--- config.mk ---
export PLATFORM = sky130hd
export DESIGN_NAME = jtag_dtm_param
export DESIGN_NICKNAME = d
export VERILOG_FILES = /design/src/rtl/jtag_dmi_pkg.sv /design/src/rtl/jtag_dtm_dmi_fsm.sv /design/src/rtl/jtag_dtm_param.sv
export SDC_FILE = /design/constraint.sdc
export NUM_CORES = 1
export LEC_CHECK = 0
export CAP_MARGIN = 20
export CORE_ASPECT_RATIO = 0.5
export CORE_UTILIZATION = 55
export DETAILED_ROUTE_END_ITERATION = 6
export MAX_ROUTING_LAYER = met4
export PLACE_DENSITY = 0.82
export RECOVER_POWER = 25
export SYNTH_ARGS = -nofsm -noshare
export SYNTH_HDL_FRONTEND = slang
export SYNTH_SLANG_ARGS = --single-unit
--- constraint.sdc ---
create_clock -name clk -period 7.5 [get_ports clk]
set_input_delay 1.875 -clock clk [delete_from_list [all_inputs] [get_ports clk]]
set_output_delay 1.875 -clock clk [all_outputs]
set_load 0.005 [all_outputs]
--- src/rtl/jtag_dmi_pkg.sv ---
// jtag_dmi_pkg: shared DMI/DTM types, DTMCS field layout and DTMCS word builder
package jtag_dmi_pkg;
    typedef enum logic [1:0] {OP_NOP = 2'd0, OP_READ = 2'd1, OP_WRITE = 2'd2, OP_RSVD = 2'd3} dmi_op_e;
    typedef enum logic [1:0] {RESP_OK = 2'd0, RESP_RSVD = 2'd1, RESP_FAILED = 2'd2, RESP_BUSY = 2'd3} dmi_resp_e;
    typedef enum logic [1:0] {ST_IDLE = 2'd0, ST_REQ = 2'd1, ST_RSP = 2'd2} dtm_state_e;
    localparam int DTMCS_VERSION_LSB = 0;
    localparam int DTMCS_ABITS_LSB = 4;
    localparam int DTMCS_STAT_LSB = 10;
    localparam int DTMCS_IDLE_LSB = 12;
    localparam int DTMCS_DMIRESET = 16;
    localparam int DTMCS_DMIHARDRESET = 17;
    localparam logic [3:0] DTMCS_VERSION = 4'd1;

    function automatic logic [31:0] dtmcs_word(input int abits, input logic [1:0] stat, input int idle);
        logic [31:0] w;
        w = '0;
        w[DTMCS_VERSION_LSB +: 4] = DTMCS_VERSION;
        w[DTMCS_ABITS_LSB +: 6] = 6'(abits);
        w[DTMCS_STAT_LSB +: 2] = stat;
        w[DTMCS_IDLE_LSB +: 3] = 3'(idle);
        return w;
    endfunction
endpackage

--- src/rtl/jtag_dtm_dmi_fsm.sv ---
// jtag_dtm_dmi_fsm: DMI request/response handshake FSM with sticky error status
module jtag_dtm_dmi_fsm
    import jtag_dmi_pkg::*;
#(
    parameter int ABITS = 7
) (
    input  logic             clk,
    input  logic             rst,
    input  logic             cap_dmi,
    input  logic             upd_dmi,
    input  logic [ABITS-1:0] upd_addr,
    input  logic [31:0]      upd_data,
    input  logic [1:0]       upd_op,
    input  logic             dmireset,
    input  logic             hardreset,
    output logic             req_valid,
    input  logic             req_ready,
    output logic [ABITS-1:0] req_addr,
    output logic [31:0]      req_data,
    output logic [1:0]       req_op,
    input  logic             rsp_valid,
    output logic             rsp_ready,
    input  logic [31:0]      rsp_data,
    input  logic [1:0]       rsp_resp,
    output logic             hard_pulse,
    output logic             busy,
    output logic [1:0]       sticky,
    output logic [31:0]      rdata_q
);
    dtm_state_e state, state_d;
    logic [1:0] sticky_d;
    logic accept, rsp_hs;
    assign accept = upd_dmi && state == ST_IDLE && sticky == 2'd0 && (upd_op == OP_READ || upd_op == OP_WRITE);
    assign rsp_hs = state == ST_RSP && rsp_valid && !hardreset;
    assign req_valid = state == ST_REQ;
    assign rsp_ready = state == ST_RSP;
    assign busy = state != ST_IDLE;
    always_comb begin
        state_d = hardreset ? ST_IDLE :
                  accept ? ST_REQ :
                  (state == ST_REQ && req_ready) ? ST_RSP :
                  rsp_hs ? ST_IDLE : state;
        sticky_d = (hardreset || dmireset) ? 2'd0 :
                   (upd_dmi && busy) ? 2'd3 :
                   (sticky != 2'd0) ? sticky :
                   ((cap_dmi && busy) || (rsp_hs && rsp_resp == RESP_BUSY)) ? 2'd3 :
                   (rsp_hs && rsp_resp == RESP_FAILED) ? 2'd2 : sticky;
    end
    always_ff @(posedge clk or posedge rst) begin
        if (rst) begin
            state <= ST_IDLE;
            sticky <= '0;
            req_addr <= '0;
            req_data <= '0;
            req_op <= '0;
            rdata_q <= '0;
            hard_pulse <= 1'b0;
        end else begin
            state <= state_d;
            sticky <= sticky_d;
            hard_pulse <= hardreset;
            if (accept) begin
                req_addr <= upd_addr;
                req_data <= upd_data;
                req_op <= upd_op;
            end
            if (rsp_hs) rdata_q <= rsp_data;
        end
    end
endmodule

--- src/rtl/jtag_dtm_param.sv ---
// jtag_dtm_param: RISC-V JTAG DTM with IDCODE/DTMCS/DMI/BYPASS scan registers
module jtag_dtm_param
    import jtag_dmi_pkg::*;
#(
    parameter int                  IR_WIDTH     = 5,
    parameter int                  ABITS        = 7,
    parameter int                  IDLE_CYCLES  = 1,
    parameter logic [31:0]         IDCODE_VALUE = 32'h1DEAD3FF,
    parameter logic [IR_WIDTH-1:0] IR_IDCODE    = IR_WIDTH'('h01),
    parameter logic [IR_WIDTH-1:0] IR_DTMCS     = IR_WIDTH'('h10),
    parameter logic [IR_WIDTH-1:0] IR_DMI       = IR_WIDTH'('h11)
) (
    input  logic                clk,
    input  logic                rst,
    input  logic                tdi,
    output logic                tdo,
    input  logic                capture_dr,
    input  logic                shift_dr,
    input  logic                update_dr,
    input  logic [IR_WIDTH-1:0] ir_out,
    output logic                dmi_req_valid,
    input  logic                dmi_req_ready,
    output logic [ABITS-1:0]    dmi_req_addr,
    output logic [31:0]         dmi_req_data,
    output logic [1:0]          dmi_req_op,
    input  logic                dmi_rsp_valid,
    output logic                dmi_rsp_ready,
    input  logic [31:0]         dmi_rsp_data,
    input  logic [1:0]          dmi_rsp_resp,
    output logic                dmi_hard_reset,
    output logic                busy
);
    localparam int DMI_LEN = ABITS + 34;
    logic [31:0] idcode_sr, dtmcs_sr, rdata_q;
    logic [DMI_LEN-1:0] dmi_sr;
    logic bypass_sr, sel_id, sel_cs, sel_dmi;
    logic [1:0] sticky, dmi_status;
    assign sel_id = ir_out == IR_IDCODE;
    assign sel_cs = ir_out == IR_DTMCS;
    assign sel_dmi = ir_out == IR_DMI;
    assign dmi_status = busy ? 2'(RESP_BUSY) : sticky;
    assign tdo = sel_id ? idcode_sr[0] : sel_cs ? dtmcs_sr[0] : sel_dmi ? dmi_sr[0] : bypass_sr;
    always_ff @(posedge clk or posedge rst) begin
        if (rst) begin
            idcode_sr <= IDCODE_VALUE;
            dtmcs_sr <= '0;
            dmi_sr <= '0;
            bypass_sr <= 1'b0;
        end else if (capture_dr) begin
            if (sel_id) idcode_sr <= IDCODE_VALUE;
            else if (sel_cs) dtmcs_sr <= dtmcs_word(ABITS, sticky, IDLE_CYCLES);
            else if (sel_dmi) dmi_sr <= {dmi_req_addr_q(), rdata_q, dmi_status};
            else bypass_sr <= 1'b0;
        end else if (shift_dr) begin
            if (sel_id) idcode_sr <= {tdi, idcode_sr[31:1]};
            else if (sel_cs) dtmcs_sr <= {tdi, dtmcs_sr[31:1]};
            else if (sel_dmi) dmi_sr <= {tdi, dmi_sr[DMI_LEN-1:1]};
            else bypass_sr <= tdi;
        end
    end
    function automatic logic [ABITS-1:0] dmi_req_addr_q();
        return dmi_req_addr;
    endfunction
    jtag_dtm_dmi_fsm #(.ABITS(ABITS)) u_fsm (
        .clk        (clk),
        .rst        (rst),
        .cap_dmi    (capture_dr && sel_dmi),
        .upd_dmi    (update_dr && sel_dmi),
        .upd_addr   (dmi_sr[DMI_LEN-1:34]),
        .upd_data   (dmi_sr[33:2]),
        .upd_op     (dmi_sr[1:0]),
        .dmireset   (update_dr && sel_cs && dtmcs_sr[DTMCS_DMIRESET]),
        .hardreset  (update_dr && sel_cs && dtmcs_sr[DTMCS_DMIHARDRESET]),
        .req_valid  (dmi_req_valid),
        .req_ready  (dmi_req_ready),
        .req_addr   (dmi_req_addr),
        .req_data   (dmi_req_data),
        .req_op     (dmi_req_op),
        .rsp_valid  (dmi_rsp_valid),
        .rsp_ready  (dmi_rsp_ready),
        .rsp_data   (dmi_rsp_data),
        .rsp_resp   (dmi_rsp_resp),
        .hard_pulse (dmi_hard_reset),
        .busy       (busy),
        .sticky     (sticky),
        .rdata_q    (rdata_q)
    );
endmodule

[Yosys cells after proc, flatten, opt, wreduce, memory -nomap -nowiden]
Index checks and enable logic that the tools add are counted.
W data, S select, Z words.
Storage, ports and cells
  flip-flop bits (word level): 184
  bits in latches: 0
  bits in writable memories: 0
  ROM bits: 0
  input bits: 47
  output and inout port bits: 46
  logic and storage cells: 94
  memories: 0
Cells by class
  $add $sub $neg: 0
  $mul: 0
  divide/modulo/power cells: 0
  $lt $le $gt $ge: 0
  equality and inequality tests: 10
  shift operators: 0
  muxes and demuxes: 39
  bitwise operators: 3
  reduce and logical (&&, ||, !) cells: 31
Operators by type and width (count)
  $mux W41: 8
  $mux W32: 10
  $mux W2: 10
  $logic_and A1 B1 Y1: 15
  $mux W1: 11
  $eq A5 B5 Y1 const B: 2
  $eq A2 B2 Y1 const B: 4
  $reduce_and A4 Y1: 2
  $reduce_bool A4 Y1: 2
  $reduce_bool A2 Y1: 3
  $eq A5 B1 Y1 const B: 1
  $eq A2 B1 Y1 const B: 2
  $logic_not A2 Y1: 2
  $reduce_and A2 Y1: 2
  $logic_or A1 B1 Y1: 3
  $ne A3 B1 Y1 const B: 1
  $not A1 Y1: 3
  $reduce_and A3 Y1: 1
  $logic_not A1 Y1: 1

[Logic depth before layout (Yosys ltp)]
  depth in word-level cells: 11
  mapped depth: 7
  gate-level depth less buffers: 5

[By module]
From an unflattened synthesis, not the netlist that was laid out.
Unflattened totals
  cells, all modules: 648
  area, all modules: 8172.8 µm²
Modules (own cells, without submodules)
  jtag_dtm_param: instances 1, cells an instance 459, area each 5134.9 µm², seq. area each 2680.1 µm²
  jtag_dtm_dmi_fsm: instances 1, cells an instance 189, area each 3037.9 µm², seq. area each 1951.9 µm²

[Worst setup path after synthesis]
No wires, ideal clock.
  kind: input-to-output
  start point: input port ir_out[1]
  end point: output port tdo
  arrival time: 2750 ps
  required time: 5625 ps
  setup slack: 2875 ps
  stages on the path: 4
  buffers on the path: 1
  cells stage by stage: nor4b_2 > buf_2 > a21oi_1 > mux2_2
Between the ends
  word-level cells in the longest chain between the ends: 4
  elaborated cells on any way between the ends: 6
  those cells by class: 3 x eq/ne; 3 x mux
Ends and longest elaborated chain
  start, declared: RTL line jtag_dtm_param.sv:20  | input logic [IR_WIDTH-1:0] ir_out,
  $eq A5 B5 Y1: RTL line jtag_dtm_param.sv:40  | assign sel_dmi = ir_out == IR_DMI;
  $mux W1 (2 in a row): RTL line jtag_dtm_param.sv:42  | assign tdo = sel_id ? idcode_sr[0] : sel_cs ? dtmcs_sr[0] : sel_dmi ? dmi_sr[0] : bypass_sr;
  $mux W1 *: RTL line jtag_dtm_param.sv:42
  end, declared: RTL line jtag_dtm_param.sv:16  | output logic tdo,
Mark *: on every way between the ends. The rest lies on a longest branch, timed or not.

[Worst setup path in the final report]
  start point: input port ir_out[4]
  end point: output port tdo
Same word-level chain as after synthesis.

==> results.json <==
{
  "vias": 4916,
  "finalSetupTns_ps": 0,
  "clock_path_buffers": 2,
  "postSynthCellCount": 661,
  "cts_setup_buffers": 0,
  "io_pins": 93,
  "grtUsageTotal": 0.223,
  "synth_warnings": 0,
  "hp-class": "register to register",
  "post_dp_cell_area_sq_um": 8670,
  "yosysSeqAreaShare": 0.605,
  "final_core_util": 0.683,
  "drt_iter0_markers": 293,
  "startpoint_type": "input pin",
  "postRouteAntennaNets": 0,
  "clkLatencyLatePin_ps": 420,
  "wire_per_inst_um": 15.1,
  "area_delta_synth_final_pct": 21.0,
  "worstPathArrival_ps": 3680,
  "finalClockSkew_ps": 8.01,
  "cts.repair.resized": 0,
  "crit_path_cell_trace": "clkdlybuf4s50_1 -> nor4b_2 -> buf_4 -> nor2_1 -> a21oi_1 -> mux2_2 -> clkdlybuf4s50_1",
  "final_nets": 786,
  "holdWs_ps": 477,
  "vias_per_cell": 5.21,
  "root_buffer": "clkbuf_16",
  "violations": "max-capacitance violations, max-slew violations",
  "vdd_drop_max_mv": 0.179,
  "p_seq_frac": 0.523,
  "period_needed_ps": 5550,
  "pre_cts_ws_ps": 1940,
  "gr-usage-met2": 0.355,
  "grt_busiest_layer": "met2",
  "placementRows": 30,
  "finalNonFillerCells": 943,
  "maxSlewHeadroom": -0.622,
  "combinationalPowerShare": 0.098,
  "sw_frac_of_total": 0.249,
  "synthFlopType": "dfrtp_1",
  "ys_ff_latch": 184,
  "cts_buffers": 17,
  "cts_hold_buf": 0,
  "status": "finished with violations",
  "grtUsageMet3": 0.0392,
  "critPathRequiredTime_ps": 5620,
  "ys_top_cells_by_area": "dfrtp_1 53%, mux2_2 10%, dfstp_2 7.6%, mux2i_1 5.4%, o21ai_0 4.4%",
  "maxSlewViolCount": 104,
  "cpPeakStageDelay_ps": 520,
  "antenna_found_initial": 0,
  "drt-pass1-iter-count": 5,
  "synth_edf_count": 0,
  "grt_pass1_vias": 4899,
  "yosysUniqueCellTypes": 37,
  "synthMostInstantiatedCell": "dfrtp_1",
  "place.gp.congestion": 0.752,
  "die-area_sq_um": 14400,
  "final.setup.worst_slack_ps": 1950,
  "p_switching_mw": 0.581,
  "rsz0062_at_grt": "no",
  "setup_viol": 0,
  "grt_pass1_wl_mm": 24.4,
  "dp_hpwl_mm": 8.54,
  "end_kind": "primary output",
  "worst-path-max-fanout": 12,
  "yosys.area.top_type": "dfrtp_1",
  "power.total_mw": 2.34,
  "cap_violations": 1,
  "finalHoldViolCount": 0,
  "path_common_cell": "clkdlybuf4s50_1",
  "fmax_mhz": 180,
  "clk_pin_slew_ps": 60,
  "antenna_cells": 0,
  "die_w_um": 169,
  "synth_nets": 708,
  "slowest_stage": "clkdlybuf4s50_1",
  "syn_avg_cell_area_sq_um": 11.6,
  "cts_tree": "built",
  "port_buffers": 92,
  "worst_pin_slew_ps": 2430,
  "synth_top_cell_area_share": 0.530,
  "htree_levels": 4,
  "power.leakage_nw": 4.18,
  "synth_common_cells": "162 x dfrtp_1, 74 x nor2_1, 70 x mux2_2",
  "drive_above_1_share": 0.184,
  "intPower_mw": 1.76,
  "synth_area_sq_um": 7650,
  "core_sq_um": 13600,
  "final_area_sq_um": 9260,
  "cts_sinks": 184,
  "crit_type": "input pin to primary output",
  "grt.overflow.total": 0,
  "grt_max_degree": 125,
  "power_frac_clock": 0.379,
  "async_flop_share": 1.00,
  "drc": 0,
  "grt_use_met1": 0.296,
  "power_density_nw_per_um2": 252,
  "initial_utilization": 0.565,
  "place_inst": 911,
  "routed_wl_mm": 14.2,
  "period_share": 0.741,
  "die_h_um": 85.4
}
metal layers:
layer	vias up	share of wire	wire length [um]
li1	2398	-	-
met4	0	0.013	178
met5	-	0	0
met3	17	0.023	332
met2	69	0.49	6980
met1	2432	0.47	6720
logic make-up (layout without fill, tap and decap cells):
kind of cell / Yosys count / after routing / synth area share
AND/OR/NAND/NOR: 192 / 192 / 0.115
flip-flops: 184 / 184 / 0.605
AO/OA/AOI/OAI: 120 / 120 / 0.0826
multiplexers: 117 / 117 / 0.165
buffers and inverters: 47 / 137 / 0.0299
XOR/XNOR: 1 / 1 / 0.00114
final timing paths:
path | start | end | slack, ps | depth (start not counted)
hold reg to reg | idcode_sr[14] | idcode_sr[14] | 480 | 2
setup reg to reg | u_fsm.state[0] | u_fsm.req_data[2] | 5270 | 5
max in group asynchronous | rst | u_fsm.req_data[8] | 2610 | 3
setup / recovery | ir_out[4] | tdo | 1950 | 7
min in group asynchronous | rst | u_fsm.req_data[30] | 2060 | 2
hold / removal | idcode_sr[14] | idcode_sr[14] | 480 | 2
layout by cell type, fill, tap and decap left out, types with 2 or more instances in the layout:
cell	count
nand3b_1	3
mux2i_1	41
clkbuf_16	17
clkdlybuf4s50_1	90
a31oi_1	4
a21oi_1	41
dfstp_2	22
nand2_1	65
mux2_2	70
mux2_1	6
dfrtp_1	162
buf_4	9
o21ai_0	67
nand4b_1	2
nor2b_1	3
clkinv_2	2
inv_6	6
nand2b_1	35
nor2_1	74
nor3_1	2
inv_1	4
bufinv_16	2
power groups by stage:
stage,combinational (mW),sequential (mW),clock [mW]
floorplan,0.171,1.21,0
global placement,0.218,1.23,0
detailed placement,0.231,1.24,0
CTS,0.235,1.22,0.903
global route,0.268,1.24,0.950
finish,0.230,1.22,0.885
layout make-up:
class / instances / area [sq um]
Timing Repair Buffer: 101 / 983
Clock buffer: 19 / 443
Multi-Input combinational cell: 430 / 2800
Sequential cell: 184 / 4630
Inverter: 5 / 20.0
Fill cell: 998 / 4290
Tap cell: 192 / 240
Clock inverter: 12 / 139
worst max-delay path: cells and delay by family:
| family | cells | cell delay (ps) |
|---|---|---|
| buffers and inverters | 3 | 1240 |
| and+or+nand+nor | 2 | 260 |
| muxes | 1 | 180 |
| AOI/OAI and AO/OA | 1 | 110 |
sequential cells by signal, indices dropped and copies added (netlist names):
register	count
dmi_sr	41
dtmcs_sr	32
idcode_sr	32
u_fsm.rdata_q	32
u_fsm.req_data	32
u_fsm.req_addr	7
u_fsm.req_op	2
u_fsm.state	2
u_fsm.sticky	2
bypass_sr	1
u_fsm.hard_pulse	1
No activity file was read; power rests on OpenSTA's default activity.
